===== config.mk =====
export PLATFORM = sky130hd
export DESIGN_NAME = toggle_hs_rx
export DESIGN_NICKNAME = d
export VERILOG_FILES = /design/src/rtl/toggle_hs_rx.sv
export SDC_FILE = /design/constraint.sdc
export NUM_CORES = 1
export LEC_CHECK = 0
export CAP_MARGIN = 40
export CORE_MARGIN = 2
export CORE_UTILIZATION = 47
export DETAILED_ROUTE_END_ITERATION = 10
export MAX_ROUTING_LAYER = met4
export PLACE_DENSITY = 0.73
export SYNTH_ARGS = -nofsm -noshare
export SYNTH_HDL_FRONTEND = slang
export SYNTH_SLANG_ARGS = --single-unit
export TNS_END_PERCENT = 50

===== constraint.sdc =====
create_clock -name clk -period 2 [get_ports clk]
set_input_delay 0.3 -clock clk [delete_from_list [all_inputs] [get_ports clk]]
set_output_delay 0.3 -clock clk [all_outputs]
set_load 0.05 [all_outputs]

===== src/rtl/toggle_hs_rx.sv =====
// Two-phase (toggle) handshake receiver: synchronizes an async request,
// captures the sender's word into a small FIFO and toggles ack_t per word.
module toggle_hs_rx #(
    parameter int WIDTH = 8,
    parameter int DEPTH = 4
) (
    input  logic                       clk,
    input  logic                       rst,
    input  logic                       req_t,
    input  logic [WIDTH-1:0]           din,
    output logic                       ack_t,
    output logic [WIDTH-1:0]           dout,
    output logic                       dout_valid,
    input  logic                       dout_ready,
    output logic [$clog2(DEPTH):0]     level
);
    localparam int AW = $clog2(DEPTH);
    localparam int LW = AW + 1;

    logic             sync1, sync2;
    logic [AW-1:0]    wptr, rptr;
    logic [WIDTH-1:0] mem [DEPTH];
    logic             pending, cap, rd;

    // Room is judged on the registered level, so a same-cycle read never
    // makes space for this cycle's capture.
    assign pending    = sync2 != ack_t;
    assign cap        = pending && (level < LW'(DEPTH));
    assign dout_valid = level != '0;
    assign rd         = dout_valid && dout_ready;
    assign dout       = mem[rptr];

    always_ff @(posedge clk) begin
        if (!rst) begin
            sync1 <= 1'b0;
            sync2 <= 1'b0;
            ack_t <= 1'b0;
            wptr  <= '0;
            rptr  <= '0;
            level <= '0;
        end else begin
            sync1 <= req_t;
            sync2 <= sync1;
            if (cap) begin
                wptr  <= wptr + 1'b1;
                ack_t <= ~ack_t;
            end
            if (rd)
                rptr <= rptr + 1'b1;
            case ({cap, rd})
                2'b10:   level <= level + 1'b1;
                2'b01:   level <= level - 1'b1;
                default: level <= level;
            endcase
        end
    end

    // Storage is left unreset so it can map onto plain registers or RAM.
    always_ff @(posedge clk) begin
        if (rst && cap)
            mem[wptr] <= din;
    end
endmodule


==> results of run 1 <==
==> registers in the layout, indices dropped and copies added (netlist names), named ones only <==
name / count
sync1: 1
rptr: 2
wptr: 2
ack_t: 1
sync2: 1
mem: 32
level: 3
==> Yosys cell counts (all sizes together) <==
cell type,count
a21boi,1
and2,5
and3,4
buf,1
clkbuf,2
dfxtp,12
edfxtp,32
fa,1
ha,5
inv,6
mux2i,3
mux4,8
nand2,5
nor2,1
nor2b,3
o21ai,2
o311ai,1
o31a,1
or3,2
xnor2,4
xor2,1
==> cells by family (layout without fill, tap and decap cells) <==
kind of cell | count (synthesis) | after routing | share of synthesized area [%]
AO/OA/AOI/OAI | 5 | 5 | 2.535
XOR/XNOR | 5 | 5 | 2.534
multiplexers | 11 | 11 | 12.17
adder cells (fa/ha/maj) | 6 | 6 | 4.779
buffers and inverters | 9 | 48 | 2.027
AND/OR/NAND/NOR | 20 | 20 | 6.445
flip-flops | 44 | 44 | 69.51
==> final cells by class <==
cell class                 count  area share [%]
inverter                       6           1.041
timing repair buffer          34           13.53
tap                           48           2.776
sequential                    44           55.99
clock buffer                   5           3.181
clock inverter                 3          0.6362
multi-input combinational     47           22.85
==> power by group through the flow <==
stage	logic [mW]	registers, mW	clock network, mW
2_1_floorplan	0.565	1.19	0
3_3_place_gp	0.876	1.12	0
3_5_place_dp	0.890	1.12	0
4_1_cts	0.892	1.10	0.522
5_1_grt	0.958	1.11	0.559
6_report	0.891	1.11	0.504
==> per-stage QoR <==
| stage | cells | hold WS (ns) | power [mW] | worst slack, ns |
|---|---|---|---|---|
| finish | 187 | 0.4367 | 2.500 | 0.1122 |
| global route | 187 | 0.4782 | 2.629 | 0.03688 |
| CTS | 187 | 0.4407 | 2.518 | 0.04284 |
| detailed placement | 179 | 0.4221 | 2.015 | -0.2553 |
| global placement | 179 | 0.4156 | 1.998 | -0.1481 |
| floorplan | 100 | 0.3989 | 1.750 | 0.02186 |
==> how the worst max path moves through the flow <==
stage	startpoint	endpoint	slack (ns)	depth (start not counted)
floorplan	ack_t	level[2]	0.02	9
global placement	dout_ready	level[2]	-0.15	8
detailed placement	dout_ready	level[2]	-0.26	8
CTS	dout_ready	level[2]	0.04	8
global route	ack_t	level[2]	0.04	9
finish	dout_ready	level[2]	0.11	8
==> critical path, cell delays in order <==
cell and delay [ns]:
clkdlybuf4s50_1 0.50, o31a_2 0.17, ha_1 0.16, inv_1 0.05, fa_2 0.33, xor2_1 0.15
or3_1 0.30, a21boi_1 0.12
==> per-layer routing <==
metal  track usage, %  share of wire [%]  up-vias  wire length [microns]
li1                 -                  -      446                      -
met1            16.84                 44      449                   1166
met2            24.87                 51       20                   1357
met3            3.646                3.3        4                     88
met4            9.574                1.8        0                     49
met5                -                  0        -                      0
==> metrics.txt, run 1 <==
outcome=finished clean; RSZ-0062 raised after global routing=no; worst hold-check path type=flip-flop to flip-flop; sw frac=34.09%; register area=about 1200 sq um; Crit Path Category=input port to flip-flop; die area=4178 sq um; Synth Warn #=0; clock network power share=~20%; final count of negative-setup-slack endpoints=0; post-synthesis sequential area ratio=slightly below 70%; first-pass GRT wire length=4.353 mm; hold path depth=1; crit share post-route=a little over nine tenths; reg2reg path depth=6; Lkg Pwr=approximately 0.76 nW; reg2reg start=level[2]; CTS Root Cell=clkbuf_8; DR WL/cell=about 14 microns; largest net degree at the start of global routing=14; Core Area=3606 sq um; Die Span Y=between 60 and 70 microns; Layout Nets=156; # hold bufs at CTS=0; Mapped Area=approximately 1700 sq um; TritonCTS clock tree=built; Slew headroom=between 60% and 70%; number of max-cap violations=0; CTS H-tree lvls=2; critical path fanouts, max=2; syn avg cell area=around 17 sq um; min Tclk post-route=about 1.9 ns; startpoint class of the critical path=input port; clock sink count=44; Fill cells=about 290; Detailed Route WL=roughly 2.7 mm; hold_sp=sync1; internal power=approximately 1.6 mW; Worst R2R End=level[1]; Final Util=around three fifths; I/O Pins=25; vias in the first global route=between 900 and 1000; area leader, netlist=edfxtp_1; most common cell after layout, fill and taps aside=edfxtp_1; Critical Path RT=2.21 ns; GPL Wtd Cong=0.7363; synth unique cells=22; Skew-Pair Late Insertion Delay=0.29 ns; Starting Density=between 40% and 50%; footprint of the multi-input gates=just under 500 sq um; WP data arrival=2.10 ns; DP Area=2078 sq um; synth top area cells=edfxtp_1, dfxtp_1, mux4_2; post-CTS resize count=0; CP endpoint kind=flip-flop; Tightest Pin Transition=between 0.4 and 0.5 ns; Slew Viols, Final=0; VDD IR max=about 0.00047 V; Switch Pwr=approximately 0.85 mW; DR pass1 iterations=4; DR iter-0 viols=32; post-synth net total=between 100 and 150; Ant. Diodes=0; Reg power frac=between 40 and 50%; Achievable Freq=approximately 530 MHz; Vias=roughly 900; post-DR vias/cell=approximately 4.9; post-route cell area=2163 sq um; final setup TNS=0 ns; Clock transition at path regs=around 0.080 ns; Max Root-Sink Buffers=2; number of synthesized register bits=between 40 and 50; R2R Setup Slk=0.17 ns; final hold viol count=0; hold endpoint=sync2; ANT nets after route=0; Rows=22; Die Wd=64.64 microns; CTS Buf Count=5; commonest cells after routing, fill and taps aside=edfxtp_1, buf_4, clkdlybuf4s50_1, mux4_2, dfxtp_1; IO Port Bufs=24; top-area cell type share of the netlist area=55.61%; Worst Skew=0.007086 ns; area grow syn2layout=25.20%; Gate Count Post-Synth=100; global router's overall resource usage=~15%; pwr dens=roughly 1200 nW/um^2; initial antenna violation count=0; Combinational Power Share=35.6%; proportion of layout cells with a drive suffix above 1=30.22%; Remaining Overflow, GRT=0; # DRC=0; number of post-CTS setup repair buffers=0
Note: power is estimated with default switching activity, not from simulation.
==> run 2, diff against run 1 <==
--- a/config.mk
+++ b/config.mk
@@ -10,7 +10,7 @@
 export CORE_UTILIZATION = 47
 export DETAILED_ROUTE_END_ITERATION = 10
 export MAX_ROUTING_LAYER = met4
-export PLACE_DENSITY = 0.73
+export PLACE_DENSITY = 0.8
 export SYNTH_ARGS = -nofsm -noshare
 export SYNTH_HDL_FRONTEND = slang
 export SYNTH_SLANG_ARGS = --single-unit
==> metrics.txt, run 2 (synthesized netlist as in run 1, its figures left out) <==
outcome=finished clean (unchanged); vias in the first global route=953 (was 956); Worst Skew=0.007127 ns (was 0.007086 ns); Die Wd=64.64 microns (unchanged); Largest register FFs=32 (unchanged); Crit Path Category=flip-flop to flip-flop (was input port to flip-flop); CTS H-tree lvls=2 (unchanged); Slew Viols, Final=0 (unchanged); proportion of layout cells with a drive suffix above 1=30.37% (was 30.22%); CTS Root Cell=clkbuf_8 (unchanged); placed wire-length estimate=1.972 mm; Clock transition at path regs=0.08 ns (about the same); Layout Nets=152 (was 156); area grow syn2layout=24.55% (was 25.20%); largest net degree at the start of global routing=16 (was 14); Fill cells=289 (was 287); # DRC=0 (unchanged); startpoint class of the critical path=flip-flop (was input port); placed cell count=175 (was 179); footprint of the multi-input gates=501.7 sq um (was 494.2 sq um); Ant. Diodes=0 (unchanged); final count of negative-setup-slack endpoints=0 (unchanged); post-route cell area=2152 sq um (was 2163 sq um); number of max-cap violations=0 (unchanged); global router's overall resource usage=15.74% (was 15.22%); IO Port Bufs=24 (unchanged); Switch Pwr=0.8861 mW (was 0.8522 mW); Min Hold Slack=0.4611 ns (was 0.4367 ns); Max Root-Sink Buffers=2 (unchanged); min Tclk post-route=1.894 ns (was 1.888 ns); Die Span Y=64.64 microns (unchanged); Rows=22 (unchanged); TritonCTS clock tree=built (unchanged); Detailed Route WL=2.765 mm (was 2.662 mm); internal power=1.657 mW (was 1.648 mW); RSZ-0062 raised after global routing=no (unchanged); Combinational Power Share=34.9% (was 35.6%); GPL Wtd Cong=0.6894 (was 0.7363); largest register by flop count=mem (unchanged); CTS Buf Count=5 (unchanged); Lkg Pwr=0.7382 nW (was 0.7623 nW); pwr dens=1182 nW/um^2 (was 1156 nW/um^2); clock sink count=44 (unchanged); Tightest Pin Transition=0.5067 ns (was 0.4907 ns); critical path fanouts, max=3 (was 2); number of post-CTS setup repair buffers=0 (unchanged); crit share post-route=94.68% (was 94.39%); most common cell after layout, fill and taps aside=edfxtp_1 (unchanged); post-DR vias/cell=5.109 (was 4.914); DR WL/cell=15.11 microns (was 14.24 microns); ANT nets after route=0 (unchanged); DR iter-0 viols=47 (was 32); Skew-Pair Late Insertion Delay=0.30 ns (was 0.29 ns); VDD IR max=0.0008397 V (was 0.0004729 V); register area=1212 sq um (was 1211 sq um); Reg power frac=43.6% (was 44.2%); sw frac=34.84% (was 34.09%); die area=4178 sq um (unchanged); Achievable Freq=528.1 MHz (was 529.7 MHz); Final Util=59.68% (was 59.99%); commonest cells after routing, fill and taps aside=edfxtp_1, clkdlybuf4s50_1, buf_4, mux4_2, dfxtp_1 (was edfxtp_1, buf_4, clkdlybuf4s50_1, mux4_2, dfxtp_1); worst hold-check path type=flip-flop to flip-flop (unchanged); I/O Pins=25 (unchanged); final hold viol count=0 (unchanged); Critical Path RT=2.22 ns (was 2.21 ns); Starting Density=47.92% (unchanged); Core Area=3606 sq um (unchanged); DP Area=2048 sq um (was 2078 sq um); Worst Setup Slack, final=0.1063 ns (was 0.1122 ns); initial antenna violation count=0 (unchanged); DP Worst Slack=-0.2996 ns (was -0.2553 ns); CP endpoint kind=flip-flop (unchanged); Slew headroom=66.12% (was 67.19%); Remaining Overflow, GRT=0 (unchanged); Layout Cells excl Fill=183 (was 187); largest registers=mem x32, level x3 (unchanged); first-pass GRT wire length=4.574 mm (was 4.353 mm); clock network power share=21.5% (was 20.2%); WP data arrival=2.11 ns (was 2.10 ns); Vias=935 (was 919); DR pass1 iterations=4 (unchanged)
[run 2: repair_timing]
| action | CTS | global route |
|---|---|---|
| gates resized for setup | 2 | 2 |
| setup endpoints to repair | 1 | 1 |
| pin swaps | 0 | 1 |
| hold buffers | 0 | 0 |
[run 2: metal layers]
metal / GRT usage [%] / up-vias / wire length [microns]
met2: 26.82 / 31 / 1477
li1: - / 437 / -
met4: 6.383 / 0 / 53
met5: - / - / 0
met1: 16.88 / 461 / 1071
met3: 5.382 / 6 / 162
[run 2: power by group through the flow]
stage	registers (mW)	logic, mW	clock network (mW)
global route	1.12	0.952	0.601
global placement	1.12	0.869	0
CTS	1.11	0.897	0.562
detailed placement	1.13	0.894	0
finish	1.11	0.888	0.546
floorplan	1.19	0.565	0
[run 2: metrics by stage]
step / TNS [ns] / power [mW]
2_1_floorplan: 0 / 1.750
3_3_place_gp: -0.1407 / 1.992
3_5_place_dp: -0.2996 / 2.024
4_1_cts: 0 / 2.570
5_1_grt: 0 / 2.674
6_report: 0 / 2.543
[run 2: worst max-delay path: stages (launching register included)]
cell and delay, ns:
dfxtp_4 0.36, xnor2_2 0.15, nor2_1 0.07, inv_1 0.07
ha_1 0.16, inv_1 0.06, fa_2 0.33, xor2_1 0.16
or3_1 0.31, a21boi_1 0.13
[run 2: path summary, 6_finish.rpt]
| path | from | to | slack, ns | depth (start not counted) |
|---|---|---|---|---|
| max | ack_t | level[2] | 0.11 | 9 |
| min reg2reg | sync1 | sync2 | 0.46 | 1 |
| max reg2reg | ack_t | level[2] | 0.11 | 9 |
| min | sync1 | sync2 | 0.46 | 1 |
[run 2: cell type report]
cell class / count / share of cell area, %
Sequential cell: 44 / 56.34
Multi-Input combinational cell: 47 / 23.31
Timing Repair Buffer: 30 / 12.21
Inverter: 6 / 1.047
Tap cell: 48 / 2.791
Clock inverter: 3 / 1.105
Clock buffer: 5 / 3.198
==> run 3, diff against run 2 <==
--- a/config.mk
+++ b/config.mk
@@ -7,10 +7,10 @@
 export LEC_CHECK = 0
 export CAP_MARGIN = 40
 export CORE_MARGIN = 2
-export CORE_UTILIZATION = 47
+export CORE_UTILIZATION = 50
 export DETAILED_ROUTE_END_ITERATION = 10
 export MAX_ROUTING_LAYER = met4
-export PLACE_DENSITY = 0.8
+export PLACE_DENSITY = 0.81
 export SYNTH_ARGS = -nofsm -noshare
 export SYNTH_HDL_FRONTEND = slang
 export SYNTH_SLANG_ARGS = --single-unit
==> constraint.sdc (replaced) <==
create_clock -name clk -period 2.4 [get_ports clk]
set_input_delay 0.36 -clock clk [delete_from_list [all_inputs] [get_ports clk]]
set_output_delay 0.36 -clock clk [all_outputs]
set_load 0.05 [all_outputs]
==> metrics.txt, run 3 (synthesized netlist as in run 1, its figures left out) <==
Layout Cells excl Fill=176 (was 183); Detailed Route WL=2.605 mm (was 2.765 mm); Critical Path RT=2.04 ns (was 2.22 ns); Tightest Pin Transition=0.5450 ns (was 0.5067 ns); Remaining Overflow, GRT=0 (unchanged); largest register by flop count=mem (unchanged); crit share post-route=96.56%; I/O Pins=25 (unchanged); die area=3942 sq um (was 4178 sq um); number of post-CTS setup repair buffers=0 (unchanged); placed wire-length estimate=1.746 mm (was 1.972 mm); VDD IR max=0.0005715 V (was 0.0008397 V); Rows=21 (was 22); commonest cells after routing, fill and taps aside=edfxtp_1, clkdlybuf4s50_1, dfxtp_1, buf_4, mux4_2 (was edfxtp_1, clkdlybuf4s50_1, buf_4, mux4_2, dfxtp_1); Final Util=63.78% (was 59.68%); RSZ-0062 raised after global routing=no (unchanged); WP data arrival=1.96 ns (was 2.11 ns); GPL Wtd Cong=0.7974 (was 0.6894); Slew Viols, Final=0 (unchanged); largest registers=mem x32, level x3 (unchanged); Starting Density=51.78% (was 47.92%); area grow syn2layout=23.17% (was 24.55%); ANT nets after route=0 (unchanged); post-DR vias/cell=5.125 (was 5.109); Ant. Diodes=0 (unchanged); critical path fanouts, max=8 (was 3); proportion of layout cells with a drive suffix above 1=21.54% (was 30.37%); Die Wd=62.79 microns (was 64.64 microns); Fill cells=247 (was 289); min Tclk post-route=2.317 ns; outcome=finished clean (unchanged); DR iter-0 viols=22 (was 47); initial antenna violation count=0 (unchanged); Worst Skew=0.004763 ns (was 0.007127 ns); Vias=902 (was 935); # hold bufs at CTS=0 (unchanged); CP endpoint kind=primary output (was flip-flop); Die Span Y=62.79 microns (was 64.64 microns); placed cell count=168 (was 175); Buf/Inv on CP=1 (was 2); first-pass GRT wire length=4.229 mm (was 4.574 mm); crit path cell chain=or3_2 > clkdlybuf4s50_1 (was xnor2_2 > nor2_1 > inv_1 > ha_1 > inv_1 > fa_2 > xor2_1 > or3_1 > a21boi_1); Layout Nets=147 (was 152); post-CTS resize count=0 (was 2); worst hold-check path type=flip-flop to flip-flop (unchanged); most common cell after layout, fill and taps aside=edfxtp_1 (unchanged); Skew-Pair Late Insertion Delay=0.35 ns (was 0.30 ns); Largest register FFs=32 (unchanged); IO Port Bufs=24 (unchanged); Max Root-Sink Buffers=2 (unchanged); CTS Buf Count=5 (unchanged); # DRC=0 (unchanged); Achievable Freq=roughly 430 MHz; Clock transition at path regs=0.12 ns (was 0.08 ns); final hold viol count=0 (unchanged); Worst path max stage delay=0.71 ns (was 0.36 ns); CP max stage cell=clkdlybuf4s50_1 (was dfxtp_4); Top delay family on crit path=buffers and inverters (was adder cells); TritonCTS clock tree=built (unchanged); vias in the first global route=872 (was 953); Slew headroom=63.62% (was 66.12%); DR WL/cell=14.80 microns (was 15.11 microns); clock sink count=44 (unchanged); pwr dens=1074 nW/um^2 (was 1182 nW/um^2); R2R Setup Slk=0.31 ns (was 0.11 ns); global router's overall resource usage=15.32% (was 15.74%); Crit Path Category=flip-flop to primary output (was flip-flop to flip-flop); CTS Root Cell=clkbuf_4 (was clkbuf_8); final count of negative-setup-slack endpoints=0 (unchanged); Lkg Pwr=0.7295 nW (was 0.7382 nW); final setup TNS=0 ns (unchanged); startpoint class of the critical path=flip-flop (unchanged); number of max-cap violations=0 (unchanged); DR pass1 iterations=4 (unchanged); Core Area=3337 sq um (was 3606 sq um); CTS H-tree lvls=2 (unchanged); largest net degree at the start of global routing=15 (was 16)
[run 3: area by class of cell]
| class | instances | area [sq um] | area share (%) |
|---|---|---|---|
| Timing Repair Buffer | 25 | 227.7 | 10.70 |
| Multi-Input combinational cell | 47 | 491.7 | 23.10 |
| Clock buffer | 5 | 37.54 | 1.764 |
| Tap cell | 46 | 57.56 | 2.704 |
| Sequential cell | 44 | 1201 | 56.44 |
| Inverter | 6 | 22.52 | 1.058 |
| Clock inverter | 3 | 90.09 | 4.233 |
[run 3: metal layers]
metal | vias to the layer above | GRT usage [%] | routed length, microns
li1 | 430 | - | -
met1 | 445 | 18.62 | 1123
met2 | 20 | 23.39 | 1313
met3 | 7 | 3.784 | 104
met4 | 0 | 9.167 | 63
met5 | - | - | 0
[run 3: worst paths after layout]
| path | start | end | cells after the start |
|---|---|---|---|
| setup reg to reg | level[2] | level[2] | 8 |
| hold reg to reg | sync1 | sync2 | 1 |
| hold / removal | sync1 | sync2 | 1 |
| setup / recovery | level[2] | dout_valid | 2 |
[run 3: stage by stage]
| step | setup WS [ns] | area [sq um] | power [mW] | hold WS [ns] |
|---|---|---|---|---|
| global route | 0.004565 | 2128 | 2.377 | 0.4815 |
| finish | 0.08261 | 2128 | 2.286 | 0.4570 |
| global placement | 0.1359 | 2001 | 1.632 | 0.4154 |
| detailed placement | 0.03044 | 2001 | 1.651 | 0.4315 |
| CTS | 0.07658 | 2128 | 2.301 | 0.4632 |
| floorplan | 0.1081 | 1728 | 1.454 | 0.4119 |
[run 3: report_power, final]
group / leakage [nW] / switching (mW) / internal (mW) / total, mW
Clock: 0.0654 / 0.230 / 0.429 / 0.659
Sequential: 0.386 / 0.0845 / 0.864 / 0.949
Combinational: 0.278 / 0.398 / 0.281 / 0.678
